[src/rtl/image_stream_ctrl.sv]
// rtl/image_stream_ctrl.sv - streams one 28x28 image from the pixel ROM over a valid/ready handshake
// Optional IMG_STREAM_CHECKSUM_EN adds a 16-bit running sum of accepted pixels.
module image_stream_ctrl #(
   parameter int IMG_PIXELS = 784,
   parameter int NUM_IMAGES = 10,
   parameter int ADDR_W     = 13,
   parameter int DATA_W     = 8,
   parameter int IDX_W      = 10,
   parameter int SEL_W      = 4
) (
   input  logic              clk,
   input  logic              rst,
   input  logic              start,
   input  logic [SEL_W-1:0]  img_sel,
   output logic [ADDR_W-1:0] rom_addr,
   input  logic [DATA_W-1:0] rom_data,
   output logic [DATA_W-1:0] pix_data,
   output logic [IDX_W-1:0]  pix_idx,
   output logic              pix_valid,
   input  logic              pix_ready,
   output logic              pix_last,
   output logic              busy,
   output logic              done,
   output logic              err
`ifdef IMG_STREAM_CHECKSUM_EN
   ,
   output logic [15:0]       checksum
`endif
);

   localparam logic [SEL_W-1:0]  NUM_IMG_S = SEL_W'(NUM_IMAGES);
   localparam logic [IDX_W-1:0]  LAST_IDX  = IDX_W'(IMG_PIXELS - 1);
   localparam logic [ADDR_W-1:0] IMG_PIX_A = ADDR_W'(IMG_PIXELS);

   typedef enum logic [1:0] {IDLE, STREAM, DRAIN} state_t;

   state_t            state, state_nxt;
   logic [ADDR_W-1:0] base;
   logic [IDX_W-1:0]  fetch_idx;
   logic              load, sel_ok, last_fetch, xfer, accept_start;

   assign sel_ok       = (img_sel < NUM_IMG_S);
   assign last_fetch   = (fetch_idx == LAST_IDX);
   assign xfer         = pix_valid && pix_ready;
   assign accept_start = (state == IDLE) && start && sel_ok;
   assign rom_addr     = base + ADDR_W'(fetch_idx);

   always_ff @(posedge clk) begin
      if (rst) state <= IDLE;
      else     state <= state_nxt;
   end

   always_comb begin
      state_nxt = state;
      unique case (state)
         IDLE:    if (start && sel_ok)   state_nxt = STREAM;
         STREAM:  if (load && last_fetch) state_nxt = DRAIN;
         DRAIN:   if (xfer)              state_nxt = IDLE;
         default:                        state_nxt = IDLE;
      endcase
   end

   always_comb begin
      busy = (state != IDLE);
      load = (state == STREAM) && (!pix_valid || pix_ready);
   end

   // fetch_idx stops at the last index so no address past the image is ever issued
   always_ff @(posedge clk) begin
      if (rst) begin
         base      <= '0;
         fetch_idx <= '0;
         pix_data  <= '0;
         pix_idx   <= '0;
         pix_valid <= 1'b0;
         pix_last  <= 1'b0;
         done      <= 1'b0;
         err       <= 1'b0;
      end else begin
         done <= 1'b0;
         err  <= 1'b0;
         unique case (state)
            IDLE: begin
               if (start) begin
                  if (sel_ok) begin
                     base      <= ADDR_W'(img_sel) * IMG_PIX_A;
                     fetch_idx <= '0;
                  end else begin
                     err <= 1'b1;
                  end
               end
            end
            STREAM: begin
               if (load) begin
                  pix_data  <= rom_data;
                  pix_idx   <= fetch_idx;
                  pix_valid <= 1'b1;
                  pix_last  <= last_fetch;
                  if (!last_fetch) fetch_idx <= fetch_idx + IDX_W'(1);
               end
            end
            DRAIN: begin
               if (xfer) begin
                  pix_valid <= 1'b0;
                  pix_last  <= 1'b0;
                  done      <= 1'b1;
               end
            end
            default: ;
         endcase
      end
   end

`ifdef IMG_STREAM_CHECKSUM_EN
   always_ff @(posedge clk) begin
      if (rst || accept_start) checksum <= 16'h0000;
      else if (xfer)           checksum <= checksum + 16'(pix_data);
   end
`endif

endmodule

[config.mk]
export PLATFORM = sky130hd
export DESIGN_NAME = image_stream_ctrl
export DESIGN_NICKNAME = d
export VERILOG_FILES = /design/src/rtl/image_stream_ctrl.sv
export SDC_FILE = /design/constraint.sdc
export NUM_CORES = 1
export LEC_CHECK = 0
export CORE_AREA = 4 4 73 75
export CTS_CLUSTER_SIZE = 10
export DETAILED_ROUTE_END_ITERATION = 6
export DIE_AREA = 0 0 77 79
export GPL_TIMING_DRIVEN = 0
export PLACE_DENSITY = 0.78
export SYNTH_ARGS = -nofsm -noshare
export SYNTH_HDL_FRONTEND = slang
export SYNTH_SLANG_ARGS = --single-unit
[constraint.sdc]
create_clock -name clk -period 2.2 [get_ports clk]
set_input_delay 0.22 -clock clk [delete_from_list [all_inputs] [get_ports clk]]
set_output_delay 0.22 -clock clk [all_outputs]
set_load 0.01 [all_outputs]
---- After elaboration in Yosys (flattened, before gate mapping) ----
Index checks and enable logic that the tools add are counted.
word-level totals
  flip-flop bits (word level) ............. 43
  input port bits ......................... 16
  output and inout port bits .............. 36
  word-level logic and storage cells ...... 59
operators by class
  add/subtract/negate cells ............... 2
  multipliers ............................. 1
  magnitude comparators ................... 1
  equal/unequal tests ..................... 10
  muxes and demuxes ....................... 16
  bitwise gates (word level) .............. 3
  reductions and logical operators ........ 17
operator list
  operator                 number
  $mux W10                 4
  $pmux W10 S2             1
  $add A13 B10 Y13         1
  $ne A2 B2 Y1 const B     6
  $add A10 B1 Y10 const B  1
  $eq A10 B10 Y1 const B   1
  $mul A4 B6 Y9 const B    1
  $reduce_and A3 Y1        3
  $mux W2                  3
  $pmux W2 S3              1
  $reduce_bool A2 Y1       3
  $mux W1                  5
  $reduce_and A5 Y1        1
  $logic_and A1 B1 Y1      4
  $lt A4 B4 Y1 const B     1
  $pmux W1 S2              2
  $not A1 Y1               3
  $reduce_or A3 Y1         1
  $eq A2 B1 Y1 const B     1
  $eq A2 B2 Y1 const B     1
  $logic_not A2 Y1         1
  $ne A2 B1 Y1 const B     1
  $reduce_and A2 Y1        1
  $reduce_or A2 Y1         1
  other kinds (2)          2

---- Longest topological paths before layout ----
Gate-level depths: netlist (run 1).
  depth in word-level cells ............... 6
  gate-level depth with buffers ........... 9
  mapped depth without buffers ............ 9

---- Worst setup path before layout (run 1) ----
Ideal clock, no wire load.
  path kind ............................... reg-to-output
  from .................................... register base[8]
  to ...................................... output port rom_addr[10]
  data arrival time ....................... 1763 ps
  required time ........................... 1980 ps
  slack ................................... 217 ps
  stages on the path, launching flop included .. 8
  buffers on the path ..................... 0
  path through ............................ dfxtp_1 > ha_1 > inv_1 > fa_1 > nand2b_1 > a21boi_0 > o21a_1 > o311ai_0
on the way
  cells in the longest elaborated chain, start to end .. 1
ends and longest elaborated chain
  item                    RTL line  RTL
  from (decl)             38        logic [ADDR_W-1:0] base;
  from (signal assigned)  86        base <= ADDR_W'(img_sel) * IMG_PIX_A;
  $add A13 B10 Y13        46        assign rom_addr = base + ADDR_W'(fetch_idx);
  to (decl)               15        output logic [ADDR_W-1:0] rom_addr,
Every way passes these cells.

---- Worst setup path in the final report (run 1) ----
  from .................................... register base[8]
  to ...................................... output port rom_addr[12]
The elaborated chain is that of the path after synthesis.

==> results of run 1 <==
==> worst reg2reg max path, stage by stage, from the launching register on <==
cell and delay (ns):
dfxtp_4 0.38, or4b_4 0.57, or4_4 0.43, buf_6 0.15, a211oi_4 0.31, a221o_1 0.20
==> worst paths after layout <==
check / startpoint / endpoint / slack (ns) / depth (start not counted)
setup / recovery: base[8] / rom_addr[12] / -0.02 / 8
hold / removal: pix_idx[9] / pix_idx[9] / 0.45 / 2
setup reg to reg: fetch_idx[5] / fetch_idx[8] / 0.11 / 5
hold reg to reg: pix_idx[9] / pix_idx[9] / 0.45 / 2
==> registers in the layout (all words and copies together) (netlist names) <==
name and count:
fetch_idx 10, pix_idx 10, base 8, pix_data 8, state 2, done 1, err 1, pix_last 1
pix_valid 1
==> power by group through the flow <==
stage	registers, mW	logic (mW)	clock network, mW
final	0.809	0.299	0.486
after global routing	0.812	0.334	0.522
after CTS	0.809	0.296	0.498
after detailed placement	0.827	0.301	0
after global placement	0.826	0.295	0
after floorplan	0.827	0.163	0
==> timing repair <==
action / 4_1_cts / 5_1_grt
pin swaps: 2 / 3
setup buffers: 1 / 1
gates resized for setup: 38 / 14
endpoints found under the setup margin: 10 / 11
==> per-layer routing <==
metal  vias up  global-route usage (%)  part of all wire, %
met2        55                    34.1                   48
met5         -                       0                    0
met3        11                    6.12                  5.9
met4         0                    7.12                  1.9
li1       1121                       -                    -
met1      1009                    22.0                   44
==> cell type report <==
type / count / share of cell area [%]
plain buffers: 17 / 2.89
inverters: 13 / 1.61
well taps: 54 / 2.23
multi-input cells: 214 / 45.2
clock buffers: 6 / 2.72
repair buffers: 53 / 17.0
flip-flops and latches: 42 / 28.3
==> cells in the final DEF, fill, tap and decap left out, types with 7 or more instances in the layout <==
| cell type | count |
|---|---|
| clkbuf_1 | 11 |
| dfxtp_1 | 33 |
| a21oi_1 | 36 |
| nand3_1 | 8 |
| nand2b_1 | 7 |
| clkdlybuf4s50_1 | 44 |
| ha_1 | 12 |
| inv_1 | 11 |
| nor2_1 | 11 |
| nand2_1 | 65 |
==> metrics by stage <==
step / TNS, ns / cells
CTS: -0.0358 / 398
floorplan: 0 / 287
global route: -0.346 / 399
finish: -0.0413 / 399
global placement: -1.61 / 392
detailed placement: -1.79 / 392
==> cells by family (layout without fill, tap and decap cells) <==
group / Yosys count / in the layout
adder cells (fa/ha/maj): 16 / 16
XOR/XNOR: 5 / 5
AO/OA/AOI/OAI: 73 / 73
AND/OR/NAND/NOR: 120 / 120
flip-flops: 42 / 42
buffers and inverters: 31 / 89
==> reports/metrics.cfg, run 1 <==
[outcome]
status=finished with violations
violations=negative setup slack

[power]
seqPwrFrac_pct=50.8
power_mw=1.59
p_leak_nw=1.12
internal-power_mw=1.16
power_density_nw_per_um2=525
combPwrFrac_pct=18.7
power_frac_clock_pct=30.5
ir_worst_vdd_mv=0.376
power_switching_uw=431
p_sw_share_pct=27.1

[timing]
fin_crit_sh_pct=101
fin_ws_ns=-0.0245
fin_hold_ws_ns=0.455
finClkSkew_ns=0.00672
worstMarginPinSlew_ns=0.519
rsz0062_at_grt=yes
min_period_ns=2.22
setup_violations=2
slew_violations=0
finalHoldViolCount=0
slew_headroom_pct=65.4
max_freq_mhz=450

[logic_synthesis]
synth_compound_area_share_pct=21.2
netlist.area_leader.share_pct=36.9
ys_seq_area_share_pct=36.9
synth_warnings=0
avgSynthCellArea_sq_um=7.94
async_reset_ff_share_pct=0
netlist_area_sq_um=2280
synthSimpleGateAreaFrac_pct=24.7
synth_top_area_cell=dfxtp_1
synth_edf_count=0
ys_top_cells_by_area=dfxtp_1 (37%), nand2_1 (11%), ha_1 (8.2%)
synth_seq_cells=42
synthDistinctLibCells=45
synth_fp_nets=319
synth_mux_area_share_pct=0
synth_most_common_cell=nand2_1
yosys.area_share.xor_xnor_pct=1.92
synth_top_family_by_area=simple AND/OR/NAND/NOR gates
synth_common_cells=nand2_1 (65), dfxtp_1 (42), a21oi_1 (37)
synth_fa_ha_area_share_pct=9.11
synth_cells=287
synth_top_flop_cell=dfxtp_1

[detailed_routing]
vias=2196
drt-initial-drc-count=111
dr.pass1.iters=4
finalWirelength_um=5620
ant_nets=0
wire_per_inst_um=14.1
via_per_inst=5.50
route.detailed.drc=0

[final_layout]
nNetsFinal=378
synthToLayoutAreaGrowth_pct=33.2
insertedDiodeCount=0
fin_util_pct=65.1
register_area_sq_um=860
multi_input_area_sq_um=1370
design_area_sq_um=3040
layout-drive-gt1-share_pct=12.8
nFillCells=415

[die]
dieArea_sq_um=6080
die_height_um=79
die_x_um=77
initial_utilization_pct=48.9
coreArea_sq_um=4660
fp-row-count=25
num_io_pins=52

[worst_setup_path]
cp_cell_sequence=ha_4 > inv_2 > fa_2 > nand2b_4 > a21boi_4 > o21a_1 > o311ai_1 > buf_2
cp.arrival_ns=2.00
critPathMaxFanout=3
path_buf_inv=2
cp_slowest_cell=fa_2
worstSetupPathType=reg2out
cpPeakStageDelay_ns=0.38
crit_family=adder cells
required_ns=1.98
critPathLaunchType=register
endpoint_kind=output port

[place]
routabilityCongestion=0.826
hpwlAfterDp_um=4090
pre_cts_ws_ns=-0.460
port-buffer-count=51
placed_area_sq_um=2860

[clock_network]
clock-sinks=42
cts_tree=done
htreeDepth=2
clk_pin_slew_ns=0.08
cts.root.buffer_cell=clkbuf_8
ctsLongestPathBuffers=2
clkLatencyLatePin_ns=0.29
numCtsBuffers=5
cts_hold_buffers=0

[global_route]
grt_max_degree=12
grt_pass1_wl_um=9580
first_global_vias=2153
grt_antenna_before_repair=0
grt.total_usage_pct=19.4
grt-ovfl-total=0

[worst_hold_path]
hold_path.class=reg2reg

[job]
maxCapViolCount=0

Note: power is estimated with default switching activity, not from simulation.
==> run 2, diff against run 1 <==
--- a/config.mk
+++ b/config.mk
@@ -10,6 +10,7 @@
 export DETAILED_ROUTE_END_ITERATION = 6
 export DIE_AREA = 0 0 77 79
 export GPL_TIMING_DRIVEN = 0
+export HOLD_SLACK_MARGIN = 0.06
 export PLACE_DENSITY = 0.78
 export SYNTH_ARGS = -nofsm -noshare
 export SYNTH_HDL_FRONTEND = slang
==> results of run 2 <==
Final layout, timing and power as in run 1 (identical DEF).
==> run 3, diff against run 2 <==
==> config.mk (replaced) <==
export PLATFORM = sky130hd
export DESIGN_NAME = image_stream_ctrl
export DESIGN_NICKNAME = d
export VERILOG_FILES = /design/src/rtl/image_stream_ctrl.sv
export SDC_FILE = /design/constraint.sdc
export NUM_CORES = 1
export LEC_CHECK = 0
export CORE_AREA = 4 4 81 83
export CTS_CLUSTER_SIZE = 30
export DETAILED_ROUTE_END_ITERATION = 6
export DIE_AREA = 0 0 85 87
export GPL_TIMING_DRIVEN = 0
export HOLD_SLACK_MARGIN = 0.06
export SYNTH_ARGS = -nofsm -noshare
export SYNTH_HDL_FRONTEND = slang
export SYNTH_SLANG_ARGS = --single-unit
==> reports/metrics.cfg, run 3 (synthesized netlist as in run 1, its figures left out) <==
[place]
hpwlAfterDp_um=4160
placed_area_sq_um=2880
port-buffer-count=51
routabilityCongestion=0.821
dp.cells=413
pre_cts_ws_ns=-0.449

[worst_setup_path]
rrSetupSlack_ns=0.12
reg2regPathDepth=5
cp_cell_sequence=ha_4 > inv_2 > fa_2 > nand2b_4 > a21boi_4 > buf_6 > o211ai_1 > o311ai_1 > buf_2
rr_endpoint=fetch_idx[9]
rr_startpoint=fetch_idx[5]
worstSetupPathType=reg2out
cp-endpoint=rom_addr[12]
required_ns=1.98
critPathLaunchType=register
cpPeakStageDelay_ns=0.37
endpoint_kind=output port
cp.arrival_ns=1.96
cp_slowest_cell=dfxtp_4
critPathMaxFanout=3
crit_start=base[8]

[global_route]
grt_pass1_wl_um=9440
grt-ovfl-total=0
grt.total_usage_pct=15.9
grt_max_degree=12
first_global_vias=2003
grt_antenna_before_repair=0

[timing]
setup_violations=0
fin_hold_ws_ns=0.455
setup_tns_ns=0
worstMarginPinSlew_ns=0.507
fin_ws_ns=0.0182
rsz0062_at_grt=yes
max_freq_mhz=458
min_period_ns=2.18
slew_violations=0
finClkSkew_ns=0.00498
slew_headroom_pct=66.2
fin_crit_sh_pct=99.2
finalHoldViolCount=0

[final_layout]
multi_input_area_sq_um=1390
nFillCells=585
mostFrequentLayoutCell=nand2_1
top_regs=fetch_idx: 10 flops, pix_idx: 10 flops
final_cell_mix=nand2_1 (65), clkdlybuf4s50_1 (45), a21oi_1 (36), dfxtp_1 (33), clkbuf_1 (12)
nNetsFinal=377
insertedDiodeCount=0
synthToLayoutAreaGrowth_pct=34.4
register_area_sq_um=860
stdcell_count=420
design_area_sq_um=3060
fin_util_pct=52.4
layout-drive-gt1-share_pct=13.3

[die]
die_height_um=87
fp-row-count=28
coreArea_sq_um=5850
die_x_um=85
initial_utilization_pct=39.0
num_io_pins=52
dieArea_sq_um=7400

[detailed_routing]
via_per_inst=5.10
route.detailed.drc=0
ant_nets=0
finalWirelength_um=5710
wire_per_inst_um=13.6
vias=2142
drt-initial-drc-count=105
dr.pass1.iters=4

[clock_network]
htreeDepth=2
cts_tree=done
cts_hold_buffers=0
clock-sinks=42
clkLatencyLatePin_ns=0.29
ctsLongestPathBuffers=2
numCtsBuffers=5
clk_pin_slew_ns=0.08
cts.root.buffer_cell=clkbuf_8

[job]
maxCapViolCount=0

[power]
ir_worst_vdd_mv=0.291
power_density_nw_per_um2=514
p_leak_nw=1.10
power_mw=1.57

[worst_hold_path]
hold_path.class=reg2reg

[outcome]
status=complete, no violations

## run 3: cell type report
type                       instances  share of cell area (%)
buffer                            16                    2.74
inverter                          13                    1.59
sequential                        42                    28.1
timing repair buffer              53                    16.7
tap                               75                    3.06
clock buffer                       7                    2.49
multi-input combinational        214                    45.4
## run 3: how the worst min path moves through the flow
stage | startpoint | to | slack [ns] | cells past startpoint
2_1_floorplan | start | err | 0.34 | 2
3_3_place_gp | pix_data[2] | pix_data[2] | 0.44 | 2
3_5_place_dp | pix_data[5] | pix_data[5] | 0.45 | 2
4_1_cts | pix_idx[7] | pix_idx[7] | 0.46 | 2
5_1_grt | rom_data[2] | pix_data[2] | 0.48 | 3
6_report | pix_idx[9] | pix_idx[9] | 0.46 | 2
## run 3: routing by layer
metal	GRT usage [%]	share of wire [%]
met5	0	0
met4	4.60	1.1
met3	5.11	6.1
met2	27.0	48
met1	19.2	45
## run 3: worst max-delay path: cells and delay by family (launching register included)
kind / cells / cell delay (ns)
AO/OA/AOI/OAI: 3 / 0.33
adder cells (fa/ha/maj): 2 / 0.48
buffers and inverters: 3 / 0.33
flip-flops: 1 / 0.37
AND/OR/NAND/NOR: 1 / 0.16
## run 3: timing repair
| item | in CTS | in global routing |
|---|---|---|
| pin swaps | 2 | 1 |
| setup endpoints to repair | 10 | 11 |
| resized for setup | 40 | 15 |
| setup buffers | 2 | 0 |
## run 3: report_power, final
part | switching [mW] | internal [mW] | total (mW) | leakage (nW)
clock network | 0.246 | 0.219 | 0.465 | 0.0383
registers | 0.0254 | 0.783 | 0.809 | 0.346
logic | 0.163 | 0.138 | 0.301 | 0.716
total | 0.434 | 1.14 | 1.57 | 1.10
